## config.mk

```make
export PLATFORM = sky130hd
export DESIGN_NAME = input_sequencer
export DESIGN_NICKNAME = d
export VERILOG_FILES = /design/src/rtl/input_sequencer.sv
export SDC_FILE = /design/constraint.sdc
export NUM_CORES = 1
export LEC_CHECK = 0
export BUFFER_PORTS_ARGS = -buffer_cell sky130_fd_sc_hd__buf_2
export CAP_MARGIN = 0
export CORE_AREA = 3 3 57 70
export DETAILED_ROUTE_END_ITERATION = 8
export DIE_AREA = 0 0 60 73
export HOLD_SLACK_MARGIN = 0.05
export PLACE_DENSITY = 0.76
export REMOVE_ABC_BUFFERS = 1
export SYNTH_ARGS = -nofsm -noshare
export SYNTH_HDL_FRONTEND = slang
export SYNTH_SLANG_ARGS = --single-unit
```

## constraint.sdc

```tcl
create_clock -name clk -period 3.1 [get_ports clk]
set_input_delay 0.62 -clock clk [delete_from_list [all_inputs] [get_ports clk]]
set_output_delay 0.62 -clock clk [all_outputs]
set_load 0.02 [all_outputs]
```

## src/rtl/input_sequencer.sv

```systemverilog
`timescale 1ns/1ps
// input_sequencer
//   Maps PS/2 keyboard events and joystick bits onto two active-low game
//   input ports, and turns a start request into a timed coin / gap / start
//   pulse sequence measured in video frames.
//
// Ports
//   clk      in   system clock, rising edge
//   reset_n  in   asynchronous active-low reset
//   ps2_key  in   [10] toggle, [9] pressed, [8:0] scan code (bit 8 = extended)
//   joy      in   OR of both joysticks, active-high: [0] R [1] L [2] D [3] U
//                 [4] kick [5] start1 [6] start2
//   horz     in   1 = rotated cabinet orientation, 0 = vertical
//   vblank   in   vertical blank; its rising edge is the frame tick
//   in0      out  active-low {fire,0,0,coin,right,left,down,up}
//   in1      out  active-low {0,start2,start1,5'b0}
//   busy     out  high whenever the coin/start sequencer is not idle
module input_sequencer #(
    parameter int COIN_FRAMES  = 4,
    parameter int GAP_FRAMES   = 8,
    parameter int START_FRAMES = 4
) (
    input  logic        clk,
    input  logic        reset_n,
    input  logic [10:0] ps2_key,
    input  logic [15:0] joy,
    input  logic        horz,
    input  logic        vblank,
    output logic [7:0]  in0,
    output logic [7:0]  in1,
    output logic        busy
);

    localparam logic [2:0] S_IDLE    = 3'd0;
    localparam logic [2:0] S_COIN    = 3'd1;
    localparam logic [2:0] S_GAP     = 3'd2;
    localparam logic [2:0] S_START   = 3'd3;
    localparam logic [2:0] S_RELEASE = 3'd4;

    // A zero-length phase is stretched to one frame.
    localparam logic [7:0] COIN_T  = (COIN_FRAMES  == 0) ? 8'd1 : 8'(COIN_FRAMES);
    localparam logic [7:0] GAP_T   = (GAP_FRAMES   == 0) ? 8'd1 : 8'(GAP_FRAMES);
    localparam logic [7:0] START_T = (START_FRAMES == 0) ? 8'd1 : 8'(START_FRAMES);

    logic       key_tog;
    logic       primed;
    logic       key_event;
    logic       key_up, key_down, key_left, key_right, key_fire, key_f1, key_f2;
    logic [8:0] code;
    logic       pressed;

    logic       up, down, left, right, fire, req1, req2, req_any;
    logic       req_q;
    logic       vblank_q;
    logic       tick;

    logic [2:0] state;
    logic [7:0] cnt;
    logic [7:0] cnt_inc;
    logic [7:0] target;
    logic [2:0] next_phase;
    logic       sel;
    logic       coin, start1, start2;

    logic       unused_joy;
    assign unused_joy = ^joy[15:7];

    assign code    = ps2_key[8:0];
    assign pressed = ps2_key[9];
    // The cycle right after reset only captures the toggle bit, so a toggle
    // level that is already set at reset release is not taken as an event.
    assign key_event = primed && (ps2_key[10] != key_tog);

    always_ff @(posedge clk or negedge reset_n) begin
        if (!reset_n) begin
            key_tog   <= 1'b0;
            primed    <= 1'b0;
            key_up    <= 1'b0;
            key_down  <= 1'b0;
            key_left  <= 1'b0;
            key_right <= 1'b0;
            key_fire  <= 1'b0;
            key_f1    <= 1'b0;
            key_f2    <= 1'b0;
        end else begin
            key_tog <= ps2_key[10];
            primed  <= 1'b1;
            if (key_event) begin
                // Arrows ignore the extended flag; the rest need an exact match.
                if (code[7:0] == 8'h75) key_up    <= pressed;
                if (code[7:0] == 8'h72) key_down  <= pressed;
                if (code[7:0] == 8'h6B) key_left  <= pressed;
                if (code[7:0] == 8'h74) key_right <= pressed;
                if (code == 9'h029 || code == 9'h014) key_fire <= pressed;
                if (code == 9'h005) key_f1 <= pressed;
                if (code == 9'h006) key_f2 <= pressed;
            end
        end
    end

    always_comb begin
        up    = key_up    | joy[3];
        down  = key_down  | joy[2];
        left  = key_left  | joy[1];
        right = key_right | joy[0];
        if (horz) begin
            up    = key_left  | joy[1];
            down  = key_right | joy[0];
            left  = key_down  | joy[2];
            right = key_up    | joy[3];
        end
    end

    assign fire    = key_fire | joy[4];
    assign req1    = key_f1   | joy[5];
    assign req2    = key_f2   | joy[6];
    assign req_any = req1 | req2;

    assign tick = vblank & ~vblank_q;

    always_comb begin
        target     = COIN_T;
        next_phase = S_GAP;
        case (state)
            S_GAP: begin
                target     = GAP_T;
                next_phase = S_START;
            end
            S_START: begin
                target     = START_T;
                next_phase = S_RELEASE;
            end
            default: begin
                target     = COIN_T;
                next_phase = S_GAP;
            end
        endcase
    end

    assign cnt_inc = cnt + 8'd1;

    always_ff @(posedge clk or negedge reset_n) begin
        if (!reset_n) begin
            state    <= S_IDLE;
            cnt      <= '0;
            sel      <= 1'b0;
            req_q    <= 1'b0;
            vblank_q <= 1'b0;
        end else begin
            vblank_q <= vblank;
            req_q    <= req_any;
            case (state)
                S_IDLE: begin
                    if (req_any && !req_q) begin
                        sel   <= req2 & ~req1;
                        cnt   <= '0;
                        state <= S_COIN;
                    end
                end
                S_COIN, S_GAP, S_START: begin
                    if (tick) begin
                        if (cnt_inc == target) begin
                            cnt   <= '0;
                            state <= next_phase;
                        end else begin
                            cnt <= cnt_inc;
                        end
                    end
                end
                S_RELEASE: begin
                    if (!req1 && !req2) state <= S_IDLE;
                end
                default: state <= S_IDLE;
            endcase
        end
    end

    assign coin   = (state == S_COIN);
    assign start1 = (state == S_START) && !sel;
    assign start2 = (state == S_START) && sel;
    assign busy   = (state != S_IDLE);

    always_ff @(posedge clk or negedge reset_n) begin
        if (!reset_n) begin
            in0 <= 8'hFF;
            in1 <= 8'hFF;
        end else begin
            in0 <= ~{fire, 1'b0, 1'b0, coin, right, left, down, up};
            in1 <= ~{1'b0, start2, start1, 5'b0};
        end
    end

endmodule

```

== Yosys cells after proc, flatten, opt, wreduce, memory -nomap -nowiden ==
Cells that the tools add are included.
Word-level totals
  word-level logic and storage cells: 88
  output and inout bits: 17
  bits in registers: 39
  bits of input ports: 31
Operators by class
  bitwise operators: 14
  multiplexer cells: 15
  equal/unequal tests: 18
  add/sub/neg operators: 1
  reductions and logical operators: 24
Operators with widths (number)
  $eq A8 B7 Y1 const B: 4
  $mux W8: 3
  $eq A9 B3 Y1 const B: 2
  $pmux W8 S2: 1
  $reduce_and A2 Y1: 8
  $mux W3: 4
  $eq A9 B5 Y1 const B: 1
  $eq A9 B6 Y1 const B: 1
  $pmux W3 S3: 1
  $add A8 B1 Y8 const B: 1
  $eq A8 B8 Y1: 1
  $ne A2 B2 Y1 const B: 4
  $not A7 Y8: 1
  $not A8 Y8: 1
  $or A1 B1 Y1: 8
  $eq A3 B2 Y1 const B: 2
  $pmux W3 S2: 1
  $logic_and A1 B1 Y1: 5
  $logic_not A1 Y1: 4
  $mux W1: 4
  $mux W4: 1
  $reduce_and A4 Y1: 1
  $eq A3 B1 Y1 const B: 1
  $eq A3 B3 Y1 const B: 1
  other kinds (9): 11

== Logic depth before layout (Yosys ltp) ==
Gate-level depths: netlist of the first run.
  depth in word-level cells: 6
  depth in mapped cells: 8
  gate-level depth less buffers: 7

== Least setup slack after synthesis of the first run ==
OpenSTA, ideal clock, no wires.
  kind: reg2reg
  from: register cnt[0]
  to: register state[1]
  buffers on the path: 1
  setup slack: 0.802 ns
  setup time: 0.125 ns
  data arrival time: 2.173 ns
  required time: 2.975 ns
  clock period less this slack: 2.298 ns
  stages on the path, launching flop included: 9
  path through: dfrtp_1 > ha_1 > clkbuf_8 > nor4b_1 > a221oi_2 > o311ai_1 > o211ai_2 > or3b_1 > mux2_4
On the way
  word-level cells in the longest chain between the ends: 4
RTL lines
  start: declaration: line 58  | logic [7:0] cnt;
  start signal: assignment: line 166  | cnt <= cnt_inc;
  $add A8 B1 Y8: line 140  | assign cnt_inc = cnt + 8'd1;
  $eq A8 B8 Y1: line 162  | if (cnt_inc == target) begin
  $ne A2 B2 Y1 (no source line)
  $reduce_and A4 Y1 (no source line)
  end signal: assignment: line 164  | state <= next_phase;
  end: declaration: line 57  | logic [2:0] state;
Every way passes these cells.
A chain may end at the register's enable or synchronous reset.

== Final worst setup path of the first run ==
Same ends and word-level chain as after synthesis.

==> metrics.cfg, run 1 <==
[status]
result_of_the_run=completed

[floorplan]
die_area_sq_um=4380
initial_util_pct=51.4
fp.coreArea_sq_um=3340
floorplan.io_pins=48
die_x_um=60
die_height_um=73
number_of_rows_created_at_floorplan=23

[grt]
gr-usage-all-layers_pct=17.4
initial_antenna_violation_count=0
grt_max_degree=32
wire_length_of_the_first_global_routing_pass_um=5780
grt_pass1_vias=1322
globalRoute.totalOverflow=0

[yosys]
post_synth_xor_xnor_area_pct=1.02
synth.yosys.seq_area_share_pct=45.8
combinational_family_with_the_most_area_after_synthesis=simple AND/OR/NAND/NOR gates
ys_top_cells_by_count=dfrtp_1, nor2_1, nand2_1
number_of_distinct_library_cells_after_synthesis=52
ys_ff_latch=31
synth.top_cell.area_share_pct=33.6
async_flop_share_pct=100
number_of_enable_type_register_cells_in_the_synthesized_netlist=0
netlist_top_cells_area=dfrtp_1, dfstp_2, mux2_2, nor2_1, nand2_1
post_synth_inst_count=167
yosys_warnings=0
synth_ff_type=dfrtp_1
synth_simple_gate_area_share_pct=22.6
synthesis.area_per_instance_sq_um=10.3
most_repeated_cell_in_the_gate_level_netlist_after_synthesis=dfrtp_1
netlist.top_cell.by_area=dfrtp_1
mappedNetlistArea_sq_um=1720
yosys.area_share.adder_pct=1.46
synth_compound_area_share_pct=12.1
post_synth_mux_area_share_pct=9.26

[critical_path]
setup.worst_path.start_class=flip-flop
worst_path_max_delay_cell=dfrtp_1
worst_setup_end_kind=flip-flop
critPathArrivalTime_ns=2.69
worst-endpoint-required_ns=3.26
cp_max_fo=11
maximum_cell_stage_delay_along_the_critical_path_ns=0.47
timing_worst_setup_path_type=reg2reg
critical_path.cell_chain=ha_1, nor4b_1, a221oi_2, o311ai_1, o211ai_2, or3b_1, mux2_4

[place]
buffer_ports.inserted=30
placement.setup.worst_slack_ns=0.581
globalplace.congestion=0.872
post_detail_place_hpwl_um=2500

[detailed_routing]
drt_drc_violations_left=0
drt_wl_total_um=3290
dr.first_iter.drc_count=33
vias=1300
drt_pre_antenna_iters=4
route.antenna.remaining_nets=0
via_per_inst=5.49
post_drt_wl_per_cell_um=13.9

[cts]
clock-root-buffer=clkbuf_8
clk-insertion-delay-late_ns=0.28
clk_slew_on_worst_s_h_paths_ns=0.06
tritoncts_num_sinks=31
post_cts_hold_buffer_count=0
post-cts-setup-buffer-count=0
cts_tree=built
cts.repair.resized=0
cts-buffers-inserted=5
cts.path.max_buffers=2
clock_tree.htree_level_count=2

[sta]
timing_max_transition_violations_final=0
final_period_minus_worst_setup_slack_ns=2.53
finalSetupViolations=0
least_setup_slack_across_all_paths_after_layout_ns=0.569
rsz_0062_raised_after_global_routing=false
skew_ns=0.00447
timing.final.hold_violations=0
fin_crit_sh_pct=81.6
timing.max_slew.rel_slack_pct=54.7
worst_pin_slew_ns=0.680
setup_total_negative_slack_ns=0
fmax_mhz=395

[power_and_ir_drop]
power_density_relative_to_cell_area_nw_per_um2=639
fin_total_pwr_mw=1.23
worst_ir_drop_on_vdd_uv=425
power.static_leakage_nw=0.871

[layout]
filler_cell_count=281
layout-drive-gt1-share_pct=35.5
nets=232
flow.area_growth_from_synthesis_pct=12.4
num_antenna_cells=0

[job]
drv.max_cap_violation_count=0

[min_path]
hold_path_class=in2async

logic make-up after synthesis:
| group | count (synthesis) |
|---|---|
| AOI/OAI and AO/OA | 28 |
| xor gates and xnor gates | 2 |
| adders and majority gates | 2 |
| buffers and inverters | 16 |
| DFF | 31 |
| muxes | 14 |
| other | 1 |
| and+or+nand+nor | 73 |
area by class of cell:
type | instances | area, sq um | share of cell area, %
Inverter | 2 | 7.51 | 0.389
Sequential cell | 31 | 786 | 40.8
Multi-Input combinational cell | 128 | 831 | 43.1
Clock buffer | 8 | 100 | 5.19
Tap cell | 37 | 46.3 | 2.40
Timing Repair Buffer | 31 | 158 | 8.18
worst paths after layout:
| kind | from | to | slack [ns] | cells past startpoint |
|---|---|---|---|---|
| min in group clk | key_fire | in0[7] | 0.39 | 1 |
| max in group asynchronous | reset_n | cnt[5] | 2.28 | 1 |
| setup / recovery | cnt[0] | state[1] | 0.57 | 7 |
| hold / removal | reset_n | vblank_q | 0.38 | 1 |
| setup reg to reg | cnt[0] | state[1] | 0.57 | 7 |
| hold reg to reg | key_fire | in0[7] | 0.39 | 1 |
report_power, final:
group	leakage (nW)	switching, mW	internal [mW]	total, mW
sequential	0.384	0.0848	0.480	0.565
combinational	0.436	0.175	0.147	0.322
clock	0.0515	0.142	0.202	0.344
total	0.871	0.402	0.829	1.23
flip-flops by register name, indices dropped and copies added, names as in the netlist:
register,flops
key_f1,1
cnt,8
key_right,1
in0,6
vblank_q,1
key_down,1
key_left,1
key_up,1
primed,1
in1,2
key_f2,1
req_q,1
key_tog,1
state,3
key_fire,1
sel,1
worst max-delay path: cells and delay by family (launching register included):
| kind | cells | cell delay, ns |
|---|---|---|
| AND/OR/NAND/NOR | 2 | 0.81 |
| flip-flops | 1 | 0.47 |
| AO/OA/AOI/OAI | 3 | 0.45 |
| adder cells (fa/ha/maj) | 1 | 0.38 |
| multiplexers | 1 | 0.31 |
per-stage QoR:
stage	cell area (sq um)	utilization, %	hold slack (ns)	instances
after global routing	1930	57.8	0.419	237
after floorplan	1620	-	0.324	161
after CTS	1930	57.8	0.390	237
after detailed placement	1830	54.8	0.380	229
after global placement	1830	54.8	0.373	229
final	1930	57.8	0.380	237
layout by cell type, fill, tap and decap left out, types with 3 or more instances in the layout:
cell type / count
buf_2: 30
clkbuf_8: 7
conb_1: 9
dfrtp_1: 23
dfstp_2: 8
mux2_2: 11
nand2_1: 17
nand3_1: 10
nand4_1: 3
nor2_1: 18
nor3_1: 4
nor3b_1: 3
o21ai_0: 10
per-layer routing:
metal	vias to the layer above	part of all wire (%)	GRT usage (%)
met5	-	0	0
met4	0	1.9	7.39
met3	5	5.4	4.07
met2	36	55	30.5
met1	613	38	19.7
li1	646	-	-
Note: power is estimated with default switching activity, not from simulation.
==> run 2: changes to the inputs <==
- ABC_AREA: not set -> 1
- CORE_AREA: 3 3 57 70 -> 3 3 57 69
- DIE_AREA: 0 0 60 73 -> 0 0 60 72
- clock period: 3.1 -> 2.5 ns (I/O delays scaled with it)
==> run 2 against run 1 <==
Hold slack got worse by 0.14 ns; cell area increased by 0.45%; combinational power increased by 59%; power increased by 37%; largest cell class is now sequential cells; non-clock buffer count decreased by 1; critical endpoint is now busy; sequential share of layout area decreased by 0.18 points.
==> metrics.cfg, run 2 <==
[critical_path]
timing_worst_setup_path_type=reg2out
r2r_slack_ns=0.69  ; +0.12 ns
reg2reg_to=state[0]
critPathArrivalTime_ns=1.43  ; -1.26 ns
worst_setup_end_kind=primary output
cp_max_fo=5  ; -6
worst-endpoint-required_ns=2.00  ; -1.26 ns
reg2regPathDepth=12  ; +5
r2r-start=cnt[1]
setup.worst_path.start_class=flip-flop

[layout]
flow.area_growth_from_synthesis_pct=16.4
regMostFlops=cnt
fin_util_pct=58.0  ; +0.26 points
nets=285  ; +23%
post_layout_nonfiller_instances=290  ; +22%
reg.largest.list=cnt: 8 flops, in0: 6 flops, state: 3 flops
largest_register_ff_count=8  ; unchanged
layout-drive-gt1-share_pct=22.9  ; -13 points
most_common_cell_after_layout_fill_and_taps_aside=nand2_1
layout.cells.most_common_list=nand2_1, buf_2, nor2_1, inv_1, dfrtp_1
filler_cell_count=336  ; +20%
layout.cell_area.non_filler_sq_um=1940  ; +0.45%
num_antenna_cells=0  ; unchanged

[yosys]
netlist_top_cells_area=dfrtp_1, dfstp_2, nand2_1, nor2_1, inv_1
yosys_warnings=0  ; unchanged
async_flop_share_pct=100  ; unchanged
mappedNetlistArea_sq_um=1660  ; -3.0%
synth_ff_type=dfrtp_1
yosys.area_share.adder_pct=1.50  ; +0.045 points
number_of_enable_type_register_cells_in_the_synthesized_netlist=0  ; unchanged
post_synth_xor_xnor_area_pct=0  ; -1.0 points
synth.top_cell.area_share_pct=34.6  ; +1.0 points
synth_simple_gate_area_share_pct=33.0  ; +10 points
post_synth_inst_count=216  ; +29%
synth.yosys.seq_area_share_pct=47.2  ; +1.4 points
synth_compound_area_share_pct=7.67  ; -4.4 points
most_repeated_cell_in_the_gate_level_netlist_after_synthesis=nand2_1
ys_ff_latch=31  ; unchanged
combinational_family_with_the_most_area_after_synthesis=simple AND/OR/NAND/NOR gates
netlist.top_cell.by_area=dfrtp_1
post_synth_mux_area_share_pct=0  ; -9.3 points
ys_top_cells_by_count=nand2_1, nor2_1, inv_1
number_of_distinct_library_cells_after_synthesis=26  ; -50%
synthesis.area_per_instance_sq_um=7.70  ; -25%

[detailed_routing]
via_per_inst=4.95  ; -9.7%
vias=1436  ; +10%
post_drt_wl_per_cell_um=11.3  ; -18%
drt_drc_violations_left=0  ; unchanged
drt_wl_total_um=3280  ; -0.24%
drt_pre_antenna_iters=4  ; unchanged
dr.first_iter.drc_count=54  ; +64%
route.antenna.remaining_nets=0  ; unchanged

[cts]
post_cts_hold_buffer_count=0  ; unchanged
tritoncts_num_sinks=31  ; unchanged
cts_tree=built
cts.repair.resized=0  ; unchanged
cts-buffers-inserted=5  ; unchanged
clock_tree.htree_level_count=2  ; unchanged
cts.path.max_buffers=2  ; unchanged
clk_slew_on_worst_s_h_paths_ns=0.06  ; about the same
clk-insertion-delay-late_ns=0.28  ; about the same
clock-root-buffer=clkbuf_8
post-cts-setup-buffer-count=0  ; unchanged

[sta]
timing.final.hold_violations=0  ; unchanged
fmax_mhz=519
finalSetupViolations=0  ; unchanged
rsz_0062_raised_after_global_routing=false
timing.max_slew.rel_slack_pct=55.8  ; +1.1 points
fin_crit_sh_pct=77.0
worst_pin_slew_ns=0.663  ; -0.0163 ns
timing_max_transition_violations_final=0  ; unchanged
setup_total_negative_slack_ns=0  ; unchanged
final_period_minus_worst_setup_slack_ns=1.93
skew_ns=0.00364  ; -0.000830 ns

[power_and_ir_drop]
worst_ir_drop_on_vdd_uv=564  ; +33%
power_density_relative_to_cell_area_nw_per_um2=872  ; +37%
power.static_leakage_nw=0.986  ; +13%
fin_total_pwr_mw=1.69  ; +37%

[place]
placedInstanceArea_sq_um=1820  ; -0.48%
dp.cells=282  ; +23%
globalplace.congestion=0.834  ; -4.4%
buffer_ports.inserted=30  ; unchanged
post_detail_place_hpwl_um=2460  ; -1.8%

[floorplan]
die_x_um=60  ; unchanged
die_height_um=72  ; -1.4%
initial_util_pct=49.9  ; -1.5 points
die_area_sq_um=4320  ; -1.4%
fp.coreArea_sq_um=3340  ; unchanged
number_of_rows_created_at_floorplan=23  ; unchanged
floorplan.io_pins=48  ; unchanged

[grt]
grt_pass1_vias=1416  ; +7.1%
wire_length_of_the_first_global_routing_pass_um=5800  ; +0.36%
initial_antenna_violation_count=0  ; unchanged
gr-usage-all-layers_pct=17.5  ; +0.10 points
globalRoute.totalOverflow=0  ; unchanged
grt_max_degree=32  ; unchanged

[job]
drv.max_cap_violation_count=0  ; unchanged

[status]
result_of_the_run=completed

[min_path]
hold_path_class=in2async

run 2: cell types whose count changed after synthesis, moves of 8 or more:
cell	delta
nand2_1	+35
nor2_1	+11
inv_1	+23
nand3_1	+8
mux2_2	-11
run 2: layer usage:
layer / up-vias / GRT usage (%) / wire [um] / part of all wire (%)
li1: 747 / - / - / -
met1: 649 / 20.4 / 1370 / 42
met2: 33 / 29.4 / 1670 / 51
met3: 7 / 4.09 / 172 / 5.2
met4: 0 / 8.87 / 68 / 2.1
met5: - / 0 / 0 / 0
run 2: area by class of cell:
class	count	area (sq um)	area share, %
Multi-Input combinational cell	157	736	38.0
Clock inverter	2	35.0	1.81
Inverter	27	101	5.23
Timing Repair Buffer	30	150	7.75
Clock buffer	6	82.6	4.26
Sequential cell	31	786	40.6
Tap cell	37	46.3	2.39
run 2: worst max-delay path by stage:
stage / from / to / cells past startpoint
2_1_floorplan: cnt[0] / state[0] / 11
3_3_place_gp: cnt[1] / state[0] / 12
3_5_place_dp: cnt[1] / state[0] / 12
4_1_cts: state[0] / busy / 5
5_1_grt: cnt[1] / state[0] / 12
6_report: state[0] / busy / 5
run 2: cells by family (layout without fill, tap and decap cells):
family                   after synthesis  count (layout)
AND/OR/NAND/NOR                      122             122
buffers and inverters                 36              65
flip-flops                            31              31
AO/OA/AOI/OAI                         24              24
adder cells (fa/ha/maj)                2               2
other                                  1               9
run 2: where the power goes:
group	internal [mW]	switching (mW)	total, mW
logic	0.160	0.353	0.513
registers	0.593	0.0667	0.660
clock network	0.322	0.193	0.516
total	1.08	0.613	1.69
run 2: critical path: stages (launching register included):
cell and delay, ns:
dfrtp_1 0.43, nor2_1 0.24, inv_1 0.06, nor2_1 0.15, inv_1 0.09, buf_2 0.16
run 2: metrics by stage:
stage / hold WS, ns / setup slack (ns)
detailed placement: 0.399 / 0.744
floorplan: 0.204 / 0.953
global placement: 0.379 / 0.794
CTS: 0.279 / 0.583
global route: 0.309 / 0.410
finish: 0.245 / 0.574
==> run 3: changes to the inputs <==
- CORE_AREA: 3 3 57 69 -> 3 3 59 72
- DIE_AREA: 0 0 60 72 -> 0 0 62 75
- PLACE_DENSITY: 0.76 -> 0.74
- clock period: 2.5 -> 1.64 ns (I/O delays scaled with it)
==> run 3 against run 2 <==
The run now ends with setup timing left; count of clock-buffer cells in the layout did not move; die area rose by 7.6%; cell area rose by 11%; sequential share of layout area fell by 3.9 points; sequential power rose by 55%; combinational power rose by 110%; largest cell class is now multi-input gates.
==> metrics.cfg, run 3 (synthesis results as in run 2) <==
[status]
result_of_the_run=complete, but fails checks
violated_checks=setup timing

[critical_path]
worst_setup_end_kind=flip-flop
setup.worst_path.start_class=flip-flop
timing_worst_setup_path_type=reg2reg
worst-endpoint-required_ns=1.82  ; -0.18 ns
reg2regPathDepth=12  ; unchanged
critPathArrivalTime_ns=1.84  ; +0.41 ns
cp_max_fo=6  ; +1

[layout]
most_common_cell_after_layout_fill_and_taps_aside=nand2_1
layout-drive-gt1-share_pct=34.3  ; +11 points
num_antenna_cells=0  ; unchanged
fin_util_pct=59.3  ; +1.3 points
regMostFlops=cnt
layout.cell_area.non_filler_sq_um=2160  ; +11%
flow.area_growth_from_synthesis_pct=29.5
layout.cells.most_common_list=nand2_1, buf_2, nor2_1, inv_1, dfrtp_1
reg.largest.list=cnt: 8 flops, in0: 6 flops, state: 3 flops
post_layout_nonfiller_instances=317  ; +9.3%
largest_register_ff_count=8  ; unchanged
nets=297  ; +4.2%

[floorplan]
die_x_um=62  ; +3.3%
number_of_rows_created_at_floorplan=24  ; +4.3%
floorplan.io_pins=48  ; unchanged
fp.coreArea_sq_um=3630  ; +8.8%
die_area_sq_um=4650  ; +7.6%
die_height_um=75  ; +4.2%
initial_util_pct=45.8  ; -4.1 points

[cts]
cts_tree=built
cts-buffers-inserted=5  ; unchanged
clock-root-buffer=clkbuf_8
clk-insertion-delay-late_ns=0.29  ; about the same
cts.path.max_buffers=2  ; unchanged
clock_tree.htree_level_count=2  ; unchanged
clk_slew_on_worst_s_h_paths_ns=0.07  ; about the same
tritoncts_num_sinks=31  ; unchanged

[place]
buffer_ports.inserted=30  ; unchanged
dp.cells=301  ; +6.7%
post_detail_place_hpwl_um=2490  ; +1.5%
placement.setup.worst_slack_ns=-0.00220  ; -0.746 ns
globalplace.congestion=0.850  ; +2.0%
placedInstanceArea_sq_um=1870  ; +2.7%

[sta]
least_setup_slack_across_all_paths_after_layout_ns=-0.0238  ; -0.598 ns
final_period_minus_worst_setup_slack_ns=1.66
timing.final.hold_violations=0  ; unchanged
timing_max_transition_violations_final=0  ; unchanged
setup_total_negative_slack_ns=-0.0459  ; -0.0459 ns
fmax_mhz=601
finalSetupViolations=2  ; +2
skew_ns=0.00565  ; +0.00201 ns
worst_pin_slew_ns=0.657  ; -0.00673 ns
timing.max_slew.rel_slack_pct=56.2  ; +0.45 points
holdWs_ns=0.0633  ; -0.182 ns
rsz_0062_raised_after_global_routing=true
fin_crit_sh_pct=101

[detailed_routing]
drt_pre_antenna_iters=4  ; unchanged
drt_wl_total_um=3650  ; +11%
route.antenna.remaining_nets=0  ; unchanged
dr.first_iter.drc_count=52  ; -3.7%
vias=1543  ; +7.5%
post_drt_wl_per_cell_um=11.5  ; +1.9%
via_per_inst=4.87  ; -1.7%
drt_drc_violations_left=0  ; unchanged

[power_and_ir_drop]
worst_ir_drop_on_vdd_uv=762  ; +35%
power.static_leakage_nw=1.07  ; +8.1%
power_density_relative_to_cell_area_nw_per_um2=1340  ; +54%
fin_total_pwr_mw=2.90  ; +72%

[grt]
gr-usage-all-layers_pct=16.5  ; -1.0 points
wire_length_of_the_first_global_routing_pass_um=5600  ; -3.3%
globalRoute.totalOverflow=0  ; unchanged
grt_max_degree=32  ; unchanged
initial_antenna_violation_count=0  ; unchanged
grt_pass1_vias=1381  ; -2.5%

[job]
drv.max_cap_violation_count=0  ; unchanged

[min_path]
hold_path_class=in2async

[run 3: changes by cell type in the layout (fill, tap and decap cells not counted), sizes merged]
cell | before | now
buf | 30 | 42
[run 3: per-layer routing]
layer | vias to the layer above | wire length (um) | global-route usage, %
li1 | 774 | - | -
met1 | 713 | 1470 | 17.6
met2 | 47 | 1900 | 28.9
met3 | 9 | 202 | 4.97
met4 | 0 | 80 | 7.78
met5 | - | 0 | 0
[run 3: layout make-up]
type,count,area (sq um)
clock buffers,6,82.6
clock inverters,2,35.0
fillers,321,1480
inverters,27,104
multi-input cells,157,825
flip-flops and latches,31,791
well taps,52,65.1
repair buffers,42,254
[run 3: where the power goes]
| part | total, mW | switching (mW) | internal, mW |
|---|---|---|---|
| Sequential | 1.02 | 0.108 | 0.912 |
| Clock | 0.785 | 0.293 | 0.491 |
| Combinational | 1.09 | 0.655 | 0.438 |
| Total | 2.90 | 1.06 | 1.84 |
[run 3: path summary, 6_finish.rpt]
check	start	end	slack, ns
setup / recovery	cnt[1]	state[0]	-0.02
hold / removal	reset_n	cnt[3]	0.06
max in group asynchronous	reset_n	cnt[2]	1.11
min in group clk	joy[4]	in0[7]	0.15
hold reg to reg	key_fire	in0[7]	0.40
setup reg to reg	cnt[1]	state[0]	-0.02
[run 3: worst max-delay path, cell delays in order (launching register included)]
cell	delay, ns
dfrtp_1	0.41
buf_6	0.15
nand2_4	0.05
nor2_2	0.11
nand2_1	0.09
nand2_1	0.12
nand3_2	0.11
nor2_4	0.14
nand3_4	0.10
nand2_4	0.11
nand2_2	0.05
nand2_1	0.07
nand2_1	0.05
[run 3: what timing repair did]
item | in CTS | in global routing
setup buffers | 1 | 7
resized for setup | 4 | 32
setup endpoints to repair | 3 | 6
hold buffers | 0 | 0
pin swaps | 1 | 13
